--- config.mk ---
export PLATFORM = sky130hd
export DESIGN_NAME = monitor_ciclo_cafe
export DESIGN_NICKNAME = d
export VERILOG_FILES = /design/src/rtl/maquina_maluca_pkg.sv /design/src/rtl/verifica_transicao.sv /design/src/rtl/monitor_ciclo_cafe.sv
export SDC_FILE = /design/constraint.sdc
export NUM_CORES = 1
export LEC_CHECK = 0
export BUFFER_PORTS_ARGS = -buffer_cell sky130_fd_sc_hd__buf_4
export CAP_MARGIN = 0
export CORE_MARGIN = 4
export CORE_UTILIZATION = 40
export CTS_CLUSTER_DIAMETER = 200
export CTS_CLUSTER_SIZE = 10
export DETAILED_ROUTE_END_ITERATION = 16
export PLACE_DENSITY = 0.61
export SETUP_SLACK_MARGIN = 0.05
export SLEW_MARGIN = 20
export SYNTH_ARGS = -nofsm -noshare
export SYNTH_HDL_FRONTEND = slang
export SYNTH_SLANG_ARGS = --single-unit
--- constraint.sdc ---
create_clock -name clk -period 2.4 [get_ports clk]
set_clock_uncertainty 0.15 [all_clocks]
set_input_delay 0.24 -clock clk [delete_from_list [all_inputs] [get_ports clk]]
set_output_delay 0.24 -clock clk [all_outputs]
set_load 0.01 [all_outputs]
--- src/rtl/maquina_maluca_pkg.sv ---
// Shared definitions for the coffee machine FSM and its cycle monitor:
// machine state encoding, monitor error codes and monitor FSM states.
package maquina_maluca_pkg;

  // Machine states, same encoding as the maquina_maluca state output
  localparam logic [3:0] IDLE                = 4'd1;
  localparam logic [3:0] LIGAR               = 4'd2;
  localparam logic [3:0] VERIFICAR           = 4'd3;
  localparam logic [3:0] ENCHER_RESERVATORIO = 4'd4;
  localparam logic [3:0] MOER_CAFE           = 4'd5;
  localparam logic [3:0] COLOCAR_NO_FILTRO   = 4'd6;
  localparam logic [3:0] PASSAR_AGUA         = 4'd7;
  localparam logic [3:0] TAMPEAR             = 4'd8;
  localparam logic [3:0] REALIZAR_EXTRACAO   = 4'd9;

  // Monitor error codes
  localparam logic [2:0] ERR_NENHUM      = 3'd0;
  localparam logic [2:0] ERR_CODIFICACAO = 3'd1;
  localparam logic [2:0] ERR_TRANSICAO   = 3'd2;
  localparam logic [2:0] ERR_TRAVAMENTO  = 3'd3;
  localparam logic [2:0] ERR_RECARGAS    = 3'd4;

  // Monitor FSM encoding
  typedef enum logic [1:0] {
    MON_IDLE  = 2'd0,
    MON_CICLO = 2'd1,
    MON_ERRO  = 2'd2,
    MON_SYNC  = 2'd3
  } mon_estado_t;

  // True when the value is one of the nine defined machine states
  function automatic logic estado_valido(input logic [3:0] s);
    return (s >= IDLE) && (s <= REALIZAR_EXTRACAO);
  endfunction

endpackage

--- src/rtl/verifica_transicao.sv ---
// Legality table of the brew graph: tells whether prev -> cur is an allowed
// step and whether cur is a defined state encoding. Purely combinational.
module verifica_transicao
  import maquina_maluca_pkg::*;
(
  input  logic [3:0] prev,
  input  logic [3:0] cur,
  output logic       legal,
  output logic       encoding_ok
);

  // Decode the allowed successor set of prev; self-loops are always allowed
  // here, their duration is policed separately by the hold counter.
  always_comb begin
    encoding_ok = estado_valido(cur);
    legal       = 1'b0;
    if (encoding_ok && estado_valido(prev)) begin
      if (cur == prev) begin
        legal = 1'b1;
      end else begin
        case (prev)
          IDLE:                legal = (cur == LIGAR);
          LIGAR:               legal = (cur == VERIFICAR);
          VERIFICAR:           legal = (cur == ENCHER_RESERVATORIO) || (cur == MOER_CAFE);
          ENCHER_RESERVATORIO: legal = (cur == VERIFICAR);
          MOER_CAFE:           legal = (cur == COLOCAR_NO_FILTRO);
          COLOCAR_NO_FILTRO:   legal = (cur == PASSAR_AGUA);
          PASSAR_AGUA:         legal = (cur == TAMPEAR);
          TAMPEAR:             legal = (cur == REALIZAR_EXTRACAO);
          REALIZAR_EXTRACAO:   legal = (cur == IDLE);
          default:             legal = 1'b0;
        endcase
      end
    end
  end

endmodule

--- src/rtl/monitor_ciclo_cafe.sv ---
// Passive observer of the maquina_maluca state output. Validates every
// sampled transition, counts completed brews, measures the last brew length
// and latches the first violation until software clears it.
module monitor_ciclo_cafe
  import maquina_maluca_pkg::*;
#(
  parameter int MAX_HOLD    = 16,
  parameter int MAX_REFILLS = 3,
  parameter int CNT_W       = 16
) (
  input  logic             clk,
  input  logic             rst,
  input  logic [3:0]       state_in,
  input  logic             clear,
  output logic             em_ciclo,
  output logic             cafe_pronto,
  output logic [CNT_W-1:0] cafes_total,
  output logic [7:0]       ciclo_len,
  output logic             erro,
  output logic [2:0]       erro_cod,
  output logic [3:0]       erro_estado
);

  // Counters are sized to hold one step past their limit, then saturate
  localparam int HOLD_W = $clog2(MAX_HOLD + 2);
  localparam int REF_W  = $clog2(MAX_REFILLS + 2);

  mon_estado_t       estado;
  logic [3:0]        prev;
  logic [HOLD_W-1:0] hold_cnt;
  logic [REF_W-1:0]  refill_cnt;
  logic [7:0]        len_cnt;

  logic              transicao_ok;
  logic              codificacao_ok;
  logic              self_loop;
  logic              entra_encher;
  logic              travado;
  logic              recargas_demais;
  logic [2:0]        viol_cod;

  verifica_transicao u_verifica (
    .prev        (prev),
    .cur         (state_in),
    .legal       (transicao_ok),
    .encoding_ok (codificacao_ok)
  );

  // Classify the current sample; the highest-priority violation wins
  always_comb begin
    self_loop       = (state_in == prev) && (state_in != IDLE);
    entra_encher    = (state_in == ENCHER_RESERVATORIO) && (prev != ENCHER_RESERVATORIO);
    travado         = self_loop && (hold_cnt >= HOLD_W'(MAX_HOLD));
    recargas_demais = (estado == MON_CICLO) && entra_encher &&
                      (refill_cnt >= REF_W'(MAX_REFILLS));
    viol_cod        = ERR_NENHUM;
    if (!codificacao_ok) begin
      viol_cod = ERR_CODIFICACAO;
    end else if (!transicao_ok) begin
      viol_cod = ERR_TRANSICAO;
    end else if (recargas_demais) begin
      viol_cod = ERR_RECARGAS;
    end else if (travado) begin
      viol_cod = ERR_TRAVAMENTO;
    end
  end

  // Monitor FSM with all statistics and outputs registered alongside it
  always_ff @(posedge clk or posedge rst) begin
    if (rst) begin
      estado      <= MON_IDLE;
      prev        <= IDLE;
      hold_cnt    <= '0;
      refill_cnt  <= '0;
      len_cnt     <= '0;
      em_ciclo    <= 1'b0;
      cafe_pronto <= 1'b0;
      cafes_total <= '0;
      ciclo_len   <= '0;
      erro        <= 1'b0;
      erro_cod    <= ERR_NENHUM;
      erro_estado <= 4'd0;
    end else begin
      prev        <= state_in;
      cafe_pronto <= 1'b0;
      if (self_loop) begin
        if (hold_cnt < HOLD_W'(MAX_HOLD + 1)) begin
          hold_cnt <= hold_cnt + HOLD_W'(1);
        end
      end else begin
        hold_cnt <= HOLD_W'(1);
      end

      if (clear) begin
        erro        <= 1'b0;
        erro_cod    <= ERR_NENHUM;
        erro_estado <= 4'd0;
        cafes_total <= '0;
        ciclo_len   <= '0;
        em_ciclo    <= 1'b0;
        case (estado)
          MON_IDLE:  estado <= MON_IDLE;
          MON_CICLO: estado <= MON_SYNC;
          MON_ERRO:  estado <= (state_in == IDLE) ? MON_IDLE : MON_SYNC;
          MON_SYNC:  estado <= MON_SYNC;
          default:   estado <= MON_IDLE;
        endcase
      end else begin
        case (estado)
          MON_IDLE: begin
            if (viol_cod != ERR_NENHUM) begin
              estado      <= MON_ERRO;
              erro        <= 1'b1;
              erro_cod    <= viol_cod;
              erro_estado <= state_in;
            end else if ((prev == IDLE) && (state_in == LIGAR)) begin
              estado     <= MON_CICLO;
              em_ciclo   <= 1'b1;
              len_cnt    <= 8'd1;
              refill_cnt <= '0;
            end
          end
          MON_CICLO: begin
            if (viol_cod != ERR_NENHUM) begin
              estado      <= MON_ERRO;
              em_ciclo    <= 1'b0;
              erro        <= 1'b1;
              erro_cod    <= viol_cod;
              erro_estado <= state_in;
            end else if ((prev == REALIZAR_EXTRACAO) && (state_in == IDLE)) begin
              estado      <= MON_IDLE;
              em_ciclo    <= 1'b0;
              cafe_pronto <= 1'b1;
              cafes_total <= cafes_total + CNT_W'(1);
              ciclo_len   <= len_cnt;
            end else begin
              if (len_cnt != 8'd255) begin
                len_cnt <= len_cnt + 8'd1;
              end
              if (entra_encher && (refill_cnt < REF_W'(MAX_REFILLS + 1))) begin
                refill_cnt <= refill_cnt + REF_W'(1);
              end
            end
          end
          MON_ERRO: begin
            estado <= MON_ERRO;
          end
          MON_SYNC: begin
            if (state_in == IDLE) begin
              estado <= MON_IDLE;
            end
          end
          default: begin
            estado <= MON_IDLE;
          end
        endcase
      end
    end
  end

endmodule
# == Yosys cells after proc, flatten, opt, wreduce, memory -nomap -nowiden ==
# Index checks and enable logic that the tools add are counted.
# totals
latch_bits,0
mem_count,0
romBits,0
wordCells,149
reg_bits,56
ramBits,0
inputBits,7
# op_classes
div,0
n_lt_le_gt_ge,8
n_mux,57
n_reduce_logical,29
addsub,4
shift,0
bitwise,1
mul,0
n_eq_ne,38
# ops
cell,n
two-way mux 8 bit,9
two-way mux 16 bit,4
two-way mux 3 bit,11
== test 4 x 3 -> 1 bit (second input constant),8
adder 16 x 1 -> 16 bit (second input constant),1
== test 4 x 2 -> 1 bit (second input constant),4
== test 4 bit (second input constant),4
two-way mux 2 bit,8
case mux 8 bit (2 select lines),1
two-way mux 1 bit,14
AND reduction 7 bit,2
two-way mux 4 bit,3
logical AND 1 bit,11
two-way mux 5 bit,2
!= test 2 bit (second input constant),5
nonzero test 2 bit,5
!= test 3 bit (second input constant),3
adder 8 x 1 -> 8 bit (second input constant),1
== test 4 x 1 -> 1 bit (second input constant),2
>= comparator 4 x 1 -> 1 bit (second input constant),2
<= comparator 4 bit (second input constant),2
!= test 8 bit (second input constant),1
case mux 1 bit (8 select lines),1
case mux 2 bit (4 select lines),1
25 further kinds,32

# == Logic depth before layout (Yosys ltp) ==
# logic_depth
ltp_word,11
ltp_mapped,9
ltp_nobuf,8

# == Modules after synthesis ==
# A second synthesis with hierarchy kept.
# unflattened
hier_cells,359
area_unflattened_um2,3284.4
# by_module_without_submodules
mod,cells_per_inst,instances,area_each_um2
monitor_ciclo_cafe,320,1,3024.2
verifica_transicao,39,1,260.2

# == Worst setup path before layout ==
# No wires, ideal clock.
# synth_path
path_type,reg2reg
from,register prev[0]
to,register len_cnt[3]
period_less_slack_ps,2341
stages_incl_launch_ff,7
path_slack_ps,59
setup_ps,126
arrival_time_ps,2065
path_cell_list,dfstp_2 buf_2 or4b_1 nor3_2 o21ai_0 clkbuf_1 a221o_1
# synth_via
elab_chain_cells,10
word_cells_on_any_way,36
classes_between,order compare: 2; eq/ne: 15; mux: 7; reduce/logical: 12
# synth_rtl
item,line,rtl
"start, declared",monitor_ciclo_cafe.sv:29,logic [3:0] prev;
"start signal, assigned",monitor_ciclo_cafe.sv:84,prev <= state_in;
== test 4 x 2 -> 1 bit (tied with other cells),verifica_transicao.sv:21,case (prev)
OR reduction 2 bit (no source line) (tied with other cells),-,
case mux 1 bit (8 select lines) (tied with other cells),verifica_transicao.sv:21,
two-way mux 1 bit (tied with other cells),verifica_transicao.sv:18,if (cur == prev) begin
two-way mux 1 bit or two-way mux 3 bit (tied branches),"verifica_transicao.sv:17, monitor_ciclo_cafe.sv:61",
two-way mux 3 bit,monitor_ciclo_cafe.sv:59,end else if (!transicao_ok) begin
two-way mux 3 bit,monitor_ciclo_cafe.sv:57,if (!codificacao_ok) begin
nonzero test 3 bit,"monitor_ciclo_cafe.sv:111, monitor_ciclo_cafe.sv:124",
!= test 2 bit (no source line),-,
AND reduction 7 bit (no source line) (*),-,
"end signal, assigned",monitor_ciclo_cafe.sv:138,len_cnt <= len_cnt + 8'd1;
"end, declared",monitor_ciclo_cafe.sv:32,logic [7:0] len_cnt;
# Mark *: on every way between the ends. The rest lies on a longest branch, timed or not.
# A chain may end at the register's enable or synchronous reset.

# == Worst setup path in the final report ==
# layout_path
from,register refill_cnt[0]
to,register len_cnt[3]
# layout_via
elab_chain_cells,8
word_cells_on_any_way,9
classes_between,order compare: 1; eq/ne: 2; mux: 3; reduce/logical: 3
# layout_rtl
item,line,rtl
"start, declared",monitor_ciclo_cafe.sv:31,logic [REF_W-1:0] refill_cnt;
"start signal, assigned",monitor_ciclo_cafe.sv:141,refill_cnt <= refill_cnt + REF_W'(1);
>= comparator 3 x 2 -> 1 bit (*),monitor_ciclo_cafe.sv:55,(refill_cnt >= REF_W'(MAX_REFILLS));
logical AND 1 bit (*),monitor_ciclo_cafe.sv:54,recargas_demais = (estado == MON_CICLO) && entra_encher &&
two-way mux 3 bit (*),monitor_ciclo_cafe.sv:61,end else if (recargas_demais) begin
two-way mux 3 bit (*),monitor_ciclo_cafe.sv:59,
two-way mux 3 bit (*),monitor_ciclo_cafe.sv:57,
nonzero test 3 bit (*),"monitor_ciclo_cafe.sv:111, monitor_ciclo_cafe.sv:124",
!= test 2 bit (no source line),-,
AND reduction 7 bit (no source line) (*),-,
# Marks and branches as above.

==> flow_metrics.py <==
metrics = {
    "global_route": {
        "gr-usage-all-layers_pct": 16.3,
        "grt_max_degree": 43,
        "use_met2_pct": 25.2,
        "globalRouteMet1Util_pct": 23.8,
        "grt_first_pass_wirelength_um": 13000,
        "global_route.overflow_total": 0,
        "gr-usage-met3_pct": 2.96,
        "number_of_global_route_vias_before_repair": 2604,
        "top_usage_layer": "met2",
        "antenna_found_initial": 0,
    },
    "timing": {
        "hold_viol_final": 0,
        "final.period_utilization_pct": 96.3,
        "grt_setup_unrepaired": "yes",
        "worst_slew_pin_slew_ps": 534,
        "tns_ps": 0,
        "max_freq_mhz": 433,
        "timing_max_transition_violations_final": 0,
        "timing.slew.headroom_pct": 64.4,
        "layout_min_cycle_time_ps": 2310,
        "setup-violations-final": 0,
    },
    "route": {
        "drt-initial-drc-count": 175,
        "routed_wire_length_per_instance_um": 15.1,
        "first_pass_iters": 4,
        "routed_wl_um": 7580,
        "detailroute.via_count": 2738,
        "drt.antenna.violating_nets": 0,
        "vias_per_cell": 5.44,
        "drc": 0,
    },
    "setup_path": {
        "startpoint_type": "flop",
        "critical_path.slowest_cell": "dfrtp_1",
        "cp_data_arrival_time_ps": 2350,
        "crit_path_end_kind": "flop",
        "critical_path.most_common_cell": "ha_2",
        "critical_path_peak_fanout": 6,
        "critPathMaxStageDelay_ps": 400,
        "crit_path_kind": "flop to flop",
        "worstPathCellList": "ha_2 > ha_2 > a211oi_2 > buf_4 > nor4_4 > nor2_2 > o21ai_4 > o311a_1 > a221o_1",
        "required_time_at_the_endpoint_of_the_critical_path_ps": 2440,
    },
    "die": {
        "core_area_um2": 7730,
        "initial_core_util_pct": 41.0,
        "chipHeight_um": 97.0,
        "io-pin-count": 41,
        "design.die.area_um2": 9410,
        "placement_rows": 32,
        "die_x_um": 97.0,
    },
    "placement": {
        "detailed_place_hpwl_um": 5300,
        "placement.cell_area_um2": 3670,
        "place_congestion": 0.821,
        "port_buffers": 40,
    },
    "flow_run": {
        "number_of_max_capacitance_violations_reported": 0,
    },
    "logic_synthesis": {
        "asyncSetResetFlopFracSynth_pct": 100,
        "synthDominantAreaCellType": "dfrtp_1",
        "post_synthesis_sequential_area_ratio_pct": 44.2,
        "synth_top_cells_by_count": "dfrtp_1, nand2_1, nor2_1",
        "synth.distinct_cells": 64,
        "synthTopCellsByArea": "dfrtp_1, nand2_1, xnor2_1",
        "synthesis.instances": 339,
        "synthesis.nets": 351,
        "synth.most_common_cell": "dfrtp_1",
        "number_of_enable_type_register_cells_in_the_synthesized_netlist": 0,
        "netlist.area_leader.share_pct": 43.4,
        "synthFlopType": "dfrtp_1",
        "syn_avg_cell_area_um2": 9.35,
        "synth_area_um2": 3170,
        "ys_warn_count": 0,
        "ys_ff_latch": 56,
    },
    "power_and_ir_drop": {
        "vdd_ir_drop_max_mv": 0.233,
        "p_leak_nw": 1.67,
        "power_after_layout_mw": 1.80,
        "power.density_nw_per_um2": 459,
    },
    "cells_and_area": {
        "area_growth_syn_to_layout_pct": 23.8,
        "nNetsFinal": 413,
        "postLayoutCoreUtil_pct": 50.8,
        "postLayoutCellArea_um2": 3920,
        "final_layout_size_suffix_gt1_share_pct": 25.9,
        "num_antenna_cells": 0,
    },
    "clock_network": {
        "insertion_delay_ps": 310,
        "clock_sinks": 56,
        "root_buffer": "clkbuf_8",
        "tritoncts": "yes",
        "clock_path_buffers": 2,
        "clk_pin_slew_ps": 100,
        "cts-buffers-inserted": 5,
        "ctsHtreeMaxLevel": 2,
    },
    "min_path": {
        "hold_path.class": "primary input to flop",
    },
    "run_status": {
        "outcome": "finished clean",
    },
}
[cell type report]
class / instances / area (µm²)
clock buffer: 5 / 68.8
clock inverter: 2 / 12.5
fill: 756 / 3800
inverter: 13 / 48.8
multi-input combinational: 249 / 1660
sequential: 56 / 1400
tap: 102 / 128
timing repair buffer: 76 / 599
[cell usage in the layout (no fill, tap or decap), drive strengths merged, types with 3 or more instances in the layout]
cell type	count
and4	4
nor2	31
nand4	8
buf	70
nor4	6
mux2i	6
a221o	3
nand3	17
dfrtp	55
or4b	3
clkbuf	6
or4	3
o211ai	3
nand2	36
a21oi	18
ha	5
o311ai	3
nand2b	15
dlygate4sd3	5
xnor2	13
and2	4
nor3	12
xor2	9
o21ai	10
inv	13
o21a	4
a211oi	4
[path summary, 6_finish.rpt]
check                               from             end  slack (ps)  depth (start not counted)
hold reg to reg             ciclo_len[3]    ciclo_len[3]         380                          2
max in group asynchronous            rst    ciclo_len[4]        1160                          4
setup / recovery           refill_cnt[0]      len_cnt[3]          90                          9
setup reg to reg           refill_cnt[0]      len_cnt[3]          90                          9
hold / removal               state_in[0]  erro_estado[0]          90                          3
min in group asynchronous            rst  erro_estado[0]         370                          3
[what timing repair did]
action,in CTS,in global routing
resized for setup,4,18
gates cloned,0,0
hold endpoints to repair,26,0
pin swaps,0,10
setup buffers,1,7
hold buffers,5,0
endpoints found under the setup margin,7,18
[stage by stage]
stage          std cells  hold WS, ps  worst slack [ps]
6_report             503         91.9              88.7
5_1_grt              503          116              23.3
4_1_cts              496         86.7              54.1
3_5_place_dp         483          177              35.7
3_3_place_gp         483          179              58.3
2_1_floorplan        339         94.5              58.7
[layer usage]
metal,vias up,wire length [µm]
met5,-,0
met4,0,79
met3,9,364
met2,77,3620
met1,1332,3520
li1,1320,-
[registers in the layout, summed over array words and instances (netlist names)]
signal / flops
cafes_total: 16
ciclo_len: 8
len_cnt: 8
hold_cnt: 5
erro_estado: 4
prev: 4
erro_cod: 3
refill_cnt: 3
estado: 2
cafe_pronto: 1
em_ciclo: 1
erro: 1
[worst max-delay path, delay by kind of cell, from the launching register on]
family                   cells  cell delay (ps)
adder cells (fa/ha/maj)      2              350
flip-flops                   1              400
buffers and inverters        1              150
AO/OA/AOI/OAI                4              900
AND/OR/NAND/NOR              2              240
[power by group]
group,internal (mW),total [mW],switching (mW)
registers,0.971,1.01,0.0354
clock network,0.199,0.507,0.308
logic,0.131,0.286,0.155
total,1.30,1.80,0.498
[logic make-up (layout without fill, tap and decap cells)]
family,count (synthesis),after routing,share of synthesized area (%)
AOI/OAI and AO/OA,59,59,13.2
and+or+nand+nor,155,155,27.0
DFF,56,56,44.2
buffers and inverters,34,96,5.01
muxes,7,7,2.25
xor gates and xnor gates,22,22,6.08
adders and majority gates,6,6,2.29
(Power assumes the default switching activity.)
